File: src/rtl/sweep_frequency_controller.sv
// sweep_frequency_controller
//
// Steps a 48-bit tuning word from a start value towards a stop value in
// fixed increments, holding each value for a programmable number of cycles.
// Sweep parameters are captured when the sweep starts, so the programming
// registers may be rewritten while a sweep runs. Direction is implied by the
// ordering of start and stop. Continuous mode restarts the sweep from the
// start value whenever the stop value has been held for its full dwell.
//
// Ports
//   Clock       system clock, rising-edge active
//   Reset       asynchronous active-low reset
//   Start_Freq  sweep start tuning word
//   Stop_Freq   sweep stop tuning word
//   Step_Freq   unsigned step magnitude
//   Dwell       cycles each tuning word is held (0 behaves as 1)
//   Start       sweep request, honoured only when idle
//   Abort       sweep cancel, honoured in every state
//   Continuous  restart at the sweep end instead of finishing
//   Dout        current tuning word
//   Freq_Valid  one-cycle pulse in the first cycle a new Dout value appears
//   Busy        high while a sweep is running
//   Done        one-cycle pulse when a single sweep finishes

module sweep_frequency_controller (
  input  logic        Clock,
  input  logic        Reset,
  input  logic [47:0] Start_Freq,
  input  logic [47:0] Stop_Freq,
  input  logic [47:0] Step_Freq,
  input  logic [31:0] Dwell,
  input  logic        Start,
  input  logic        Abort,
  input  logic        Continuous,
  output logic [47:0] Dout,
  output logic        Freq_Valid,
  output logic        Busy,
  output logic        Done
);

  typedef enum logic [1:0] {
    StIdle,
    StDwell,
    StDone
  } state_e;

  state_e state_q, state_d;

  // Shadow copies of the sweep parameters, captured on Start.
  logic [47:0] start_q, start_d;
  logic [47:0] stop_q,  stop_d;
  logic [47:0] step_q,  step_d;
  logic [31:0] dwell_q, dwell_d;

  logic [47:0] dout_q, dout_d;
  logic [31:0] cnt_q,  cnt_d;
  logic        fvalid_q, fvalid_d;
  logic        busy_q,   busy_d;
  logic        done_q,   done_d;

  logic        dir_up;
  logic [31:0] dwell_last;
  logic        expired;
  logic        at_stop;
  logic [48:0] sum_up;
  logic [48:0] diff_dn;
  logic [47:0] next_up;
  logic [47:0] next_dn;
  logic [47:0] next_freq;

  assign dir_up     = (start_q <= stop_q);
  // Counter value in the last cycle of a dwell; a zero dwell holds one cycle.
  assign dwell_last = (dwell_q == 32'd0) ? 32'd0 : (dwell_q - 32'd1);
  assign expired    = (cnt_q >= dwell_last);
  assign at_stop    = (dout_q == stop_q);

  // One extra bit so a carry (up) or borrow (down) is visible and clamps to stop.
  assign sum_up  = {1'b0, dout_q} + {1'b0, step_q};
  assign diff_dn = {1'b0, dout_q} - {1'b0, step_q};

  always_comb begin
    next_up = (sum_up > {1'b0, stop_q}) ? stop_q : sum_up[47:0];
    next_dn = (diff_dn[48] || (diff_dn[47:0] < stop_q)) ? stop_q : diff_dn[47:0];
    // A zero step jumps straight to stop so the sweep cannot stall.
    if (step_q == 48'd0) begin
      next_freq = stop_q;
    end else if (dir_up) begin
      next_freq = next_up;
    end else begin
      next_freq = next_dn;
    end
  end

  // State register
  always_ff @(posedge Clock or negedge Reset) begin
    if (!Reset) begin
      state_q <= StIdle;
    end else begin
      state_q <= state_d;
    end
  end

  // Next-state logic
  always_comb begin
    state_d = state_q;
    if (Abort) begin
      state_d = StIdle;
    end else begin
      unique case (state_q)
        StIdle: begin
          if (Start) begin
            state_d = StDwell;
          end
        end
        StDwell: begin
          if (expired && at_stop && !Continuous) begin
            state_d = StDone;
          end
        end
        StDone: begin
          state_d = StIdle;
        end
        default: begin
          state_d = StIdle;
        end
      endcase
    end
  end

  // Output and datapath next-state logic; all outputs are registered.
  always_comb begin
    start_d  = start_q;
    stop_d   = stop_q;
    step_d   = step_q;
    dwell_d  = dwell_q;
    dout_d   = dout_q;
    cnt_d    = cnt_q;
    fvalid_d = 1'b0;
    done_d   = 1'b0;
    busy_d   = busy_q;

    if (Abort) begin
      // Dout keeps its value; no pulses are produced.
      busy_d = 1'b0;
      cnt_d  = 32'd0;
    end else begin
      unique case (state_q)
        StIdle: begin
          if (Start) begin
            start_d  = Start_Freq;
            stop_d   = Stop_Freq;
            step_d   = Step_Freq;
            dwell_d  = Dwell;
            dout_d   = Start_Freq;
            fvalid_d = 1'b1;
            busy_d   = 1'b1;
            cnt_d    = 32'd0;
          end
        end
        StDwell: begin
          if (!expired) begin
            cnt_d = cnt_q + 32'd1;
          end else if (!at_stop) begin
            dout_d   = next_freq;
            fvalid_d = 1'b1;
            cnt_d    = 32'd0;
          end else if (Continuous) begin
            dout_d   = start_q;
            fvalid_d = 1'b1;
            cnt_d    = 32'd0;
          end else begin
            busy_d = 1'b0;
            done_d = 1'b1;
            cnt_d  = 32'd0;
          end
        end
        StDone: begin
          busy_d = 1'b0;
        end
        default: begin
          busy_d = 1'b0;
        end
      endcase
    end
  end

  // Datapath and output registers
  always_ff @(posedge Clock or negedge Reset) begin
    if (!Reset) begin
      start_q  <= 48'd0;
      stop_q   <= 48'd0;
      step_q   <= 48'd0;
      dwell_q  <= 32'd0;
      dout_q   <= 48'd0;
      cnt_q    <= 32'd0;
      fvalid_q <= 1'b0;
      busy_q   <= 1'b0;
      done_q   <= 1'b0;
    end else begin
      start_q  <= start_d;
      stop_q   <= stop_d;
      step_q   <= step_d;
      dwell_q  <= dwell_d;
      dout_q   <= dout_d;
      cnt_q    <= cnt_d;
      fvalid_q <= fvalid_d;
      busy_q   <= busy_d;
      done_q   <= done_d;
    end
  end

  assign Dout       = dout_q;
  assign Freq_Valid = fvalid_q;
  assign Busy       = busy_q;
  assign Done       = done_q;

endmodule

File: config.mk
export PLATFORM = sky130hd
export DESIGN_NAME = sweep_frequency_controller
export DESIGN_NICKNAME = d
export VERILOG_FILES = /design/src/rtl/sweep_frequency_controller.sv
export SDC_FILE = /design/constraint.sdc
export NUM_CORES = 1
export LEC_CHECK = 0
export ABC_AREA = 1
export ABC_CLOCK_PERIOD_IN_PS = 8100
export CORE_MARGIN = 2
export CORE_UTILIZATION = 56
export CTS_CLUSTER_DIAMETER = 30
export DETAILED_ROUTE_END_ITERATION = 8
export HOLD_SLACK_MARGIN = 0.06
export PLACE_DENSITY = 0.77
export SKIP_CTS_REPAIR_TIMING = 1
export SYNTH_ARGS = -nofsm -noshare
export SYNTH_HDL_FRONTEND = slang
export SYNTH_SLANG_ARGS = --single-unit
File: constraint.sdc
create_clock -name Clock -period 8.1 [get_ports Clock]
set_input_delay 0.81 -clock Clock [delete_from_list [all_inputs] [get_ports Clock]]
set_output_delay 0.81 -clock Clock [all_outputs]
set_load 0.005 [all_outputs]
* After elaboration in Yosys (flattened, before gate mapping)
Cells that the tools add are included.
Widths: inputs -> output; s select.
** Storage, ports and cells
- Flip-flop bits (word level) :: 261
- Input bits :: 181
- Output and inout port bits :: 51
- Word-level logic and storage cells :: 78
** Cells by class
- Add/subtract/negate cells :: 4
- $lt $le $gt $ge :: 4
- Equality and inequality tests :: 10
- Multiplexer cells :: 35
- Bitwise operators :: 1
- Reductions and logical operators :: 14
** Operators by type and width (number)
- $mux 48 :: 8
- $mux 32 :: 4
- $pmux 48 s2 :: 1
- $pmux 32 s2 :: 1
- $add 48x48->49 :: 1
- $gt 49x48->1 :: 1
- $sub 48x48->49 :: 1
- $eq 48x48->1 :: 1
- $le 48x48->1 :: 1
- $logic_not 48->1 :: 1
- $lt 48x48->1 :: 1
- $add 32x1->32 const B :: 1
- $ge 32x32->1 :: 1
- $logic_not 32->1 :: 1
- $sub 32x1->32 const B :: 1
- $ne 3x3->1 const B :: 6
- $mux 1 :: 15
- $mux 2 :: 3
- $reduce_and 5->1 :: 1
- $ne 2x2->1 const B :: 2
- $pmux 1 s2 :: 2
- $pmux 2 s2 :: 1
- $reduce_and 2->1 :: 2
- $reduce_and 4->1 :: 1
- 9 further kinds :: 10

* Longest topological paths before layout
- Depth in word-level cells :: 9
- Mapped depth :: 39
- Depth with buffers taken out :: 36

* Worst setup path after synthesis
Ideal clock, no wire load.
- Kind :: reg-to-reg
- Start point :: register dwell_q[3]
- End point :: register dout_q[45], in the netlist Dout[45]
- Setup time :: 0.120 ns
- Arrival time :: 3.842 ns
- Data required time :: 7.980 ns
- Slack :: 4.138 ns
- Cell stages (with the launch flop) :: 32
- Path buffers :: 2
- Cells stage by stage :: dfrtp_1 -> nor2_1 -> nand3_1 -> nor3_1 -> nand2_1 -> nor2_2 -> inv_1 -> nor2_1 -> nand3_1 -> inv_1 -> nand2_1 -> inv_2 -> nand2_1 -> nor2_1 -> xor2_1 -> nand2_1 -> ha_1 -> nand2_1 -> inv_1 -> nand3_1 -> nor3_1 -> inv_1 -> nor4_1 -> nand4_1 -> nand3_1 -> inv_1 -> a21oi_1 -> nand2_2 -> buf_6 -> buf_2 -> nor2_1 -> a21oi_2
** Between the ends
- Word-level cells in the longest chain between the ends :: 5
** Ends and longest elaborated chain
- from (decl) :: line 53 : logic [31:0] dwell_q, dwell_d;
- from (signal assigned) :: line 203 : dwell_q <= dwell_d;
- $sub 32x1->32 / $logic_not 32->1 (equally long branches) :: line 73 : assign dwell_last = (dwell_q == 32'd0) ? 32'd0 : (dwell_q - 32'd1);
- $mux 32 * :: line 73
- $ge 32x32->1 * :: line 74 : assign expired = (cnt_q >= dwell_last);
- $ne 2x2->1 (no line) *
- $reduce_and 5->1 (no line) *
- to (signal assigned) :: line 204 : dout_q <= dout_d;
- to (decl) :: line 55 : logic [47:0] dout_q, dout_d;
Mark *: on every way between the ends. The rest lies on a longest branch, timed or not.
A chain may end at the register's enable or synchronous reset.

* Worst setup path after layout
- Start point :: register dwell_q[5]
- End point :: register dout_q[7], in the netlist Dout[7]
Same word-level chain as after synthesis.

==> impl_metrics.json <==
{
  "worstPathRequired_ps": 8610,
  "synth_nets": 4941,
  "overflow": 0,
  "worstSetupPathType": "reg -> reg",
  "grt_pass1_wl_mm": 168,
  "fin_area_um2": 32700,
  "core_um2": 48700,
  "power_switching_mw": 6.85,
  "finalPower_mw": 12.9,
  "min_path_type": "in -> async",
  "syn_area_um2": 27500,
  "grt_max_degree": 213,
  "yosysTopAreaCellShare": 0.237,
  "p_seq_frac": 0.152,
  "outcome": "finished, final reports clean",
  "routedWlPerCell_um": 20.4,
  "top_layer_used": "met5",
  "clk_path_buf_depth": 3,
  "worst_path_max_delay_cell": "inv_2",
  "ys.flop_type": "dfrtp_1",
  "wl_met1_mm": 46.1,
  "die_area_um2": 50900,
  "setup_tns_ps": 0,
  "drive_gt1_frac": 0.0523,
  "grt_pass1_vias": 29500,
  "clock-skew-final_ps": 31.6,
  "slowest_delay_ps": 880,
  "period_needed_ps": 6240,
  "ant_nets": 0,
  "setup_viol": 0,
  "rsz0062_at_grt": "false",
  "cp_top_family": "simple AND/OR/NAND/NOR gates",
  "route.met2.wl_mm": 45.9,
  "vias": 31000,
  "wl_met3_mm": 12.4,
  "regToRegSetupSlack_ps": 1860,
  "async_flop_share": 1.00,
  "port_buffers": 231,
  "gp_congestion": 1.05,
  "syn_area_per_cell_um2": 6.13,
  "initial_core_util": 0.564,
  "layoutNonFillerInstCount": 5387,
  "num_io_pins": 232,
  "final_nets": 5118,
  "cts.sinks": 261,
  "path_buf_inv": 7,
  "netlist_instances": 4485,
  "syn2layout_area_growth_pct": 18.8,
  "synth_cell_types": 52,
  "drc_errors": 0,
  "post_drt_via_cell_ratio": 5.75,
  "slew_headroom": 0.253,
  "p_int_mw": 6.03,
  "cts_max_level": 3,
  "worstMarginPinSlew_ps": 1120,
  "synthTopCellsByArea": "dfrtp_1 (24%), nand2_1 (17%), ha_1 (12%), inv_1 (9.1%), nor2_1 (8.8%)",
  "critPathArrivalTime_ps": 6750,
  "cp-start-kind": "flop",
  "drt_iter0_drc": 3609,
  "critPathLaunch": "dwell_q[5]$_DFFE_PN0P_",
  "power_density_nw_per_um2": 394,
  "clock.fmax_mhz": 160,
  "cp-end-kind": "flop",
  "leakagePower_nw": 17.5,
  "cts_tree": "done",
  "maxCapViolations": 0,
  "clkLatencyLatePin_ps": 620,
  "synth_edf_count": 0,
  "worst_hold_slack_ps": 125,
  "synth_top_area_cell": "dfrtp_1",
  "multi_input_area_um2": 17700,
  "combPwrFrac": 0.619,
  "peakVddDrop_uv": 319,
  "dpl_cell_area_um2": 30100,
  "drv_slew": 0,
  "period_share": 0.770,
  "place_inst": 5250,
  "path_max_fanout": 49,
  "synth_warnings": 0,
  "clk_root_buffer_cell": "clkbuf_16",
  "hold_viol": 0,
  "crit-reg2reg-launch": "dwell_q[5]$_DFFE_PN0P_",
  "crit_top_cell": "inv_1",
  "ff_latch_area_um2": 6530,
  "ys_seq_area_frac": 0.237,
  "p_clk_frac": 0.229,
  "routed_wl_mm": 110,
  "antenna_found_initial": 2,
  "die_x_um": 226,
  "synth_seq_cells": 261,
  "p_sw_frac": 0.532,
  "cts_buffers": 74,
  "die_h_um": 226,
  "hpwl_mm": 86.1,
  "grt_usage": 0.432,
  "clkTransAtPathRegs_ps": 40,
  "rows": 81,
  "first_pass_iters": 6,
  "fillCellCount": 4388
}
-- placed cells by master, fill, tap and decap left out, types with 6 or more instances in the layout --
| master | Yosys | routed |
|---|---|---|
| nand2_2 | 10 | 10 |
| ha_1 | 273 | 273 |
| clkbuf_16 | 0 | 75 |
| inv_1 | 667 | 667 |
| nor2_2 | 13 | 14 |
| clkinvlp_4 | 0 | 11 |
| nor3_1 | 40 | 40 |
| mux2_2 | 18 | 18 |
| o21a_1 | 10 | 10 |
| nor4_1 | 20 | 20 |
| and2_1 | 6 | 6 |
| clkbuf_1 | 76 | 7 |
| xnor2_1 | 32 | 32 |
| nand4_1 | 71 | 71 |
| nand2_1 | 1224 | 1224 |
| dfrtp_1 | 261 | 261 |
| clkbuf_8 | 0 | 11 |
| nor2_1 | 648 | 647 |
| o21ai_1 | 8 | 8 |
| clkdlybuf4s50_1 | 0 | 230 |
| and3_1 | 10 | 10 |
| o21ai_0 | 136 | 136 |
| nand3b_1 | 18 | 18 |
| clkinv_2 | 0 | 13 |
| a21oi_1 | 329 | 329 |
| xor2_1 | 75 | 75 |
| o21bai_1 | 9 | 9 |
| nand3_1 | 363 | 362 |
| bufinv_16 | 0 | 6 |
| or2_2 | 15 | 15 |
| inv_2 | 15 | 15 |
| buf_4 | 9 | 25 |
-- kinds of logic (layout without fill, tap and decap cells) --
family          Yosys count  after routing  share of synthesized area
xor+xnor                107            107                     0.0341
simple gates           2458           2458                      0.374
other cells               0              2                          0
flops                   261            261                      0.237
buf+inv                 840           1076                      0.121
mux                      19             19                    0.00773
fa+ha+maj               275            275                      0.126
compound gates          525            525                      0.100
-- state kept, by name (all words and copies together), names as in the netlist --
register    count
state_q         2
Done            1
step_q         48
dwell_q        32
start_q        48
stop_q         48
Busy            1
Freq_Valid      1
cnt_q          32
Dout           48
-- area by class of cell --
cell class                 instances  area share
multi-input combinational       3384       0.541
antenna                            2    0.000153
clock inverter                    42      0.0151
clock buffer                      93      0.0629
timing repair buffer             257      0.0773
inverter                         684      0.0786
sequential                       261       0.200
tap                              664      0.0254
-- routing by layer --
metal	up-vias	GRT usage
met5	-	0
met4	2	0.203
met3	333	0.113
met2	1736	0.645
met1	14300	0.582
li1	14600	-
-- worst register-to-register path, delay by kind of cell, from the launching register on --
family | cells | cell delay (ps)
simple gates | 15 | 3440
fa+ha+maj | 1 | 140
buf+inv | 7 | 1780
compound gates | 2 | 390
flops | 1 | 380
-- worst paths after layout --
kind	end	cells past startpoint
setup / recovery	Dout[7]$_DFFE_PN0P_	25
hold / removal	dwell_q[19]$_DFFE_PN0P_	1
setup reg to reg	Dout[7]$_DFFE_PN0P_	25
hold reg to reg	Busy$_DFFE_PN0P_	2
max in group asynchronous	step_q[22]$_DFFE_PN0P_	2
min in group Clock	Busy$_DFFE_PN0P_	2
-- Yosys cell counts, types with 3 or more instances --
library cell,count
nand3b_1,18
nor2_1,648
o21ai_1,8
clkbuf_1,76
nor2_4,3
nor2_2,13
buf_6,10
nor3_1,40
dfrtp_1,261
a21oi_1,329
a21o_1,5
xor2_1,75
inv_2,15
clkbuf_2,5
buf_1,5
a21boi_0,3
buf_4,9
nor4_1,20
ha_1,273
nand4_1,71
or2_2,15
a21oi_2,5
nand2_1,1224
o21a_1,10
a22oi_1,4
o21ai_0,136
a31oi_1,5
mux2_2,18
o211ai_1,5
nand3_1,363
buf_2,51
nand3_2,4
o21bai_1,9
nor3b_1,5
xnor2_1,32
and3_1,10
inv_1,667
nand2_2,10
and2_1,6
o31ai_1,3
-- metrics by stage --
step	utilization	setup WS [ps]
after floorplan	-	4140
after global placement	0.618	2370
after detailed placement	0.618	2230
after CTS	0.670	2020
after global routing	0.670	1400
final	0.670	1860
-- power groups by stage --
| stage | logic [mW] | clock network [mW] | registers (mW) |
|---|---|---|---|
| floorplan | 5.14 | 0 | 1.81 |
| global placement | 7.51 | 0 | 1.94 |
| detailed placement | 7.58 | 0 | 1.94 |
| CTS | 7.65 | 2.97 | 1.93 |
| global route | 8.73 | 3.04 | 1.97 |
| finish | 7.98 | 2.95 | 1.95 |
Note: power is estimated with default switching activity, not from simulation.
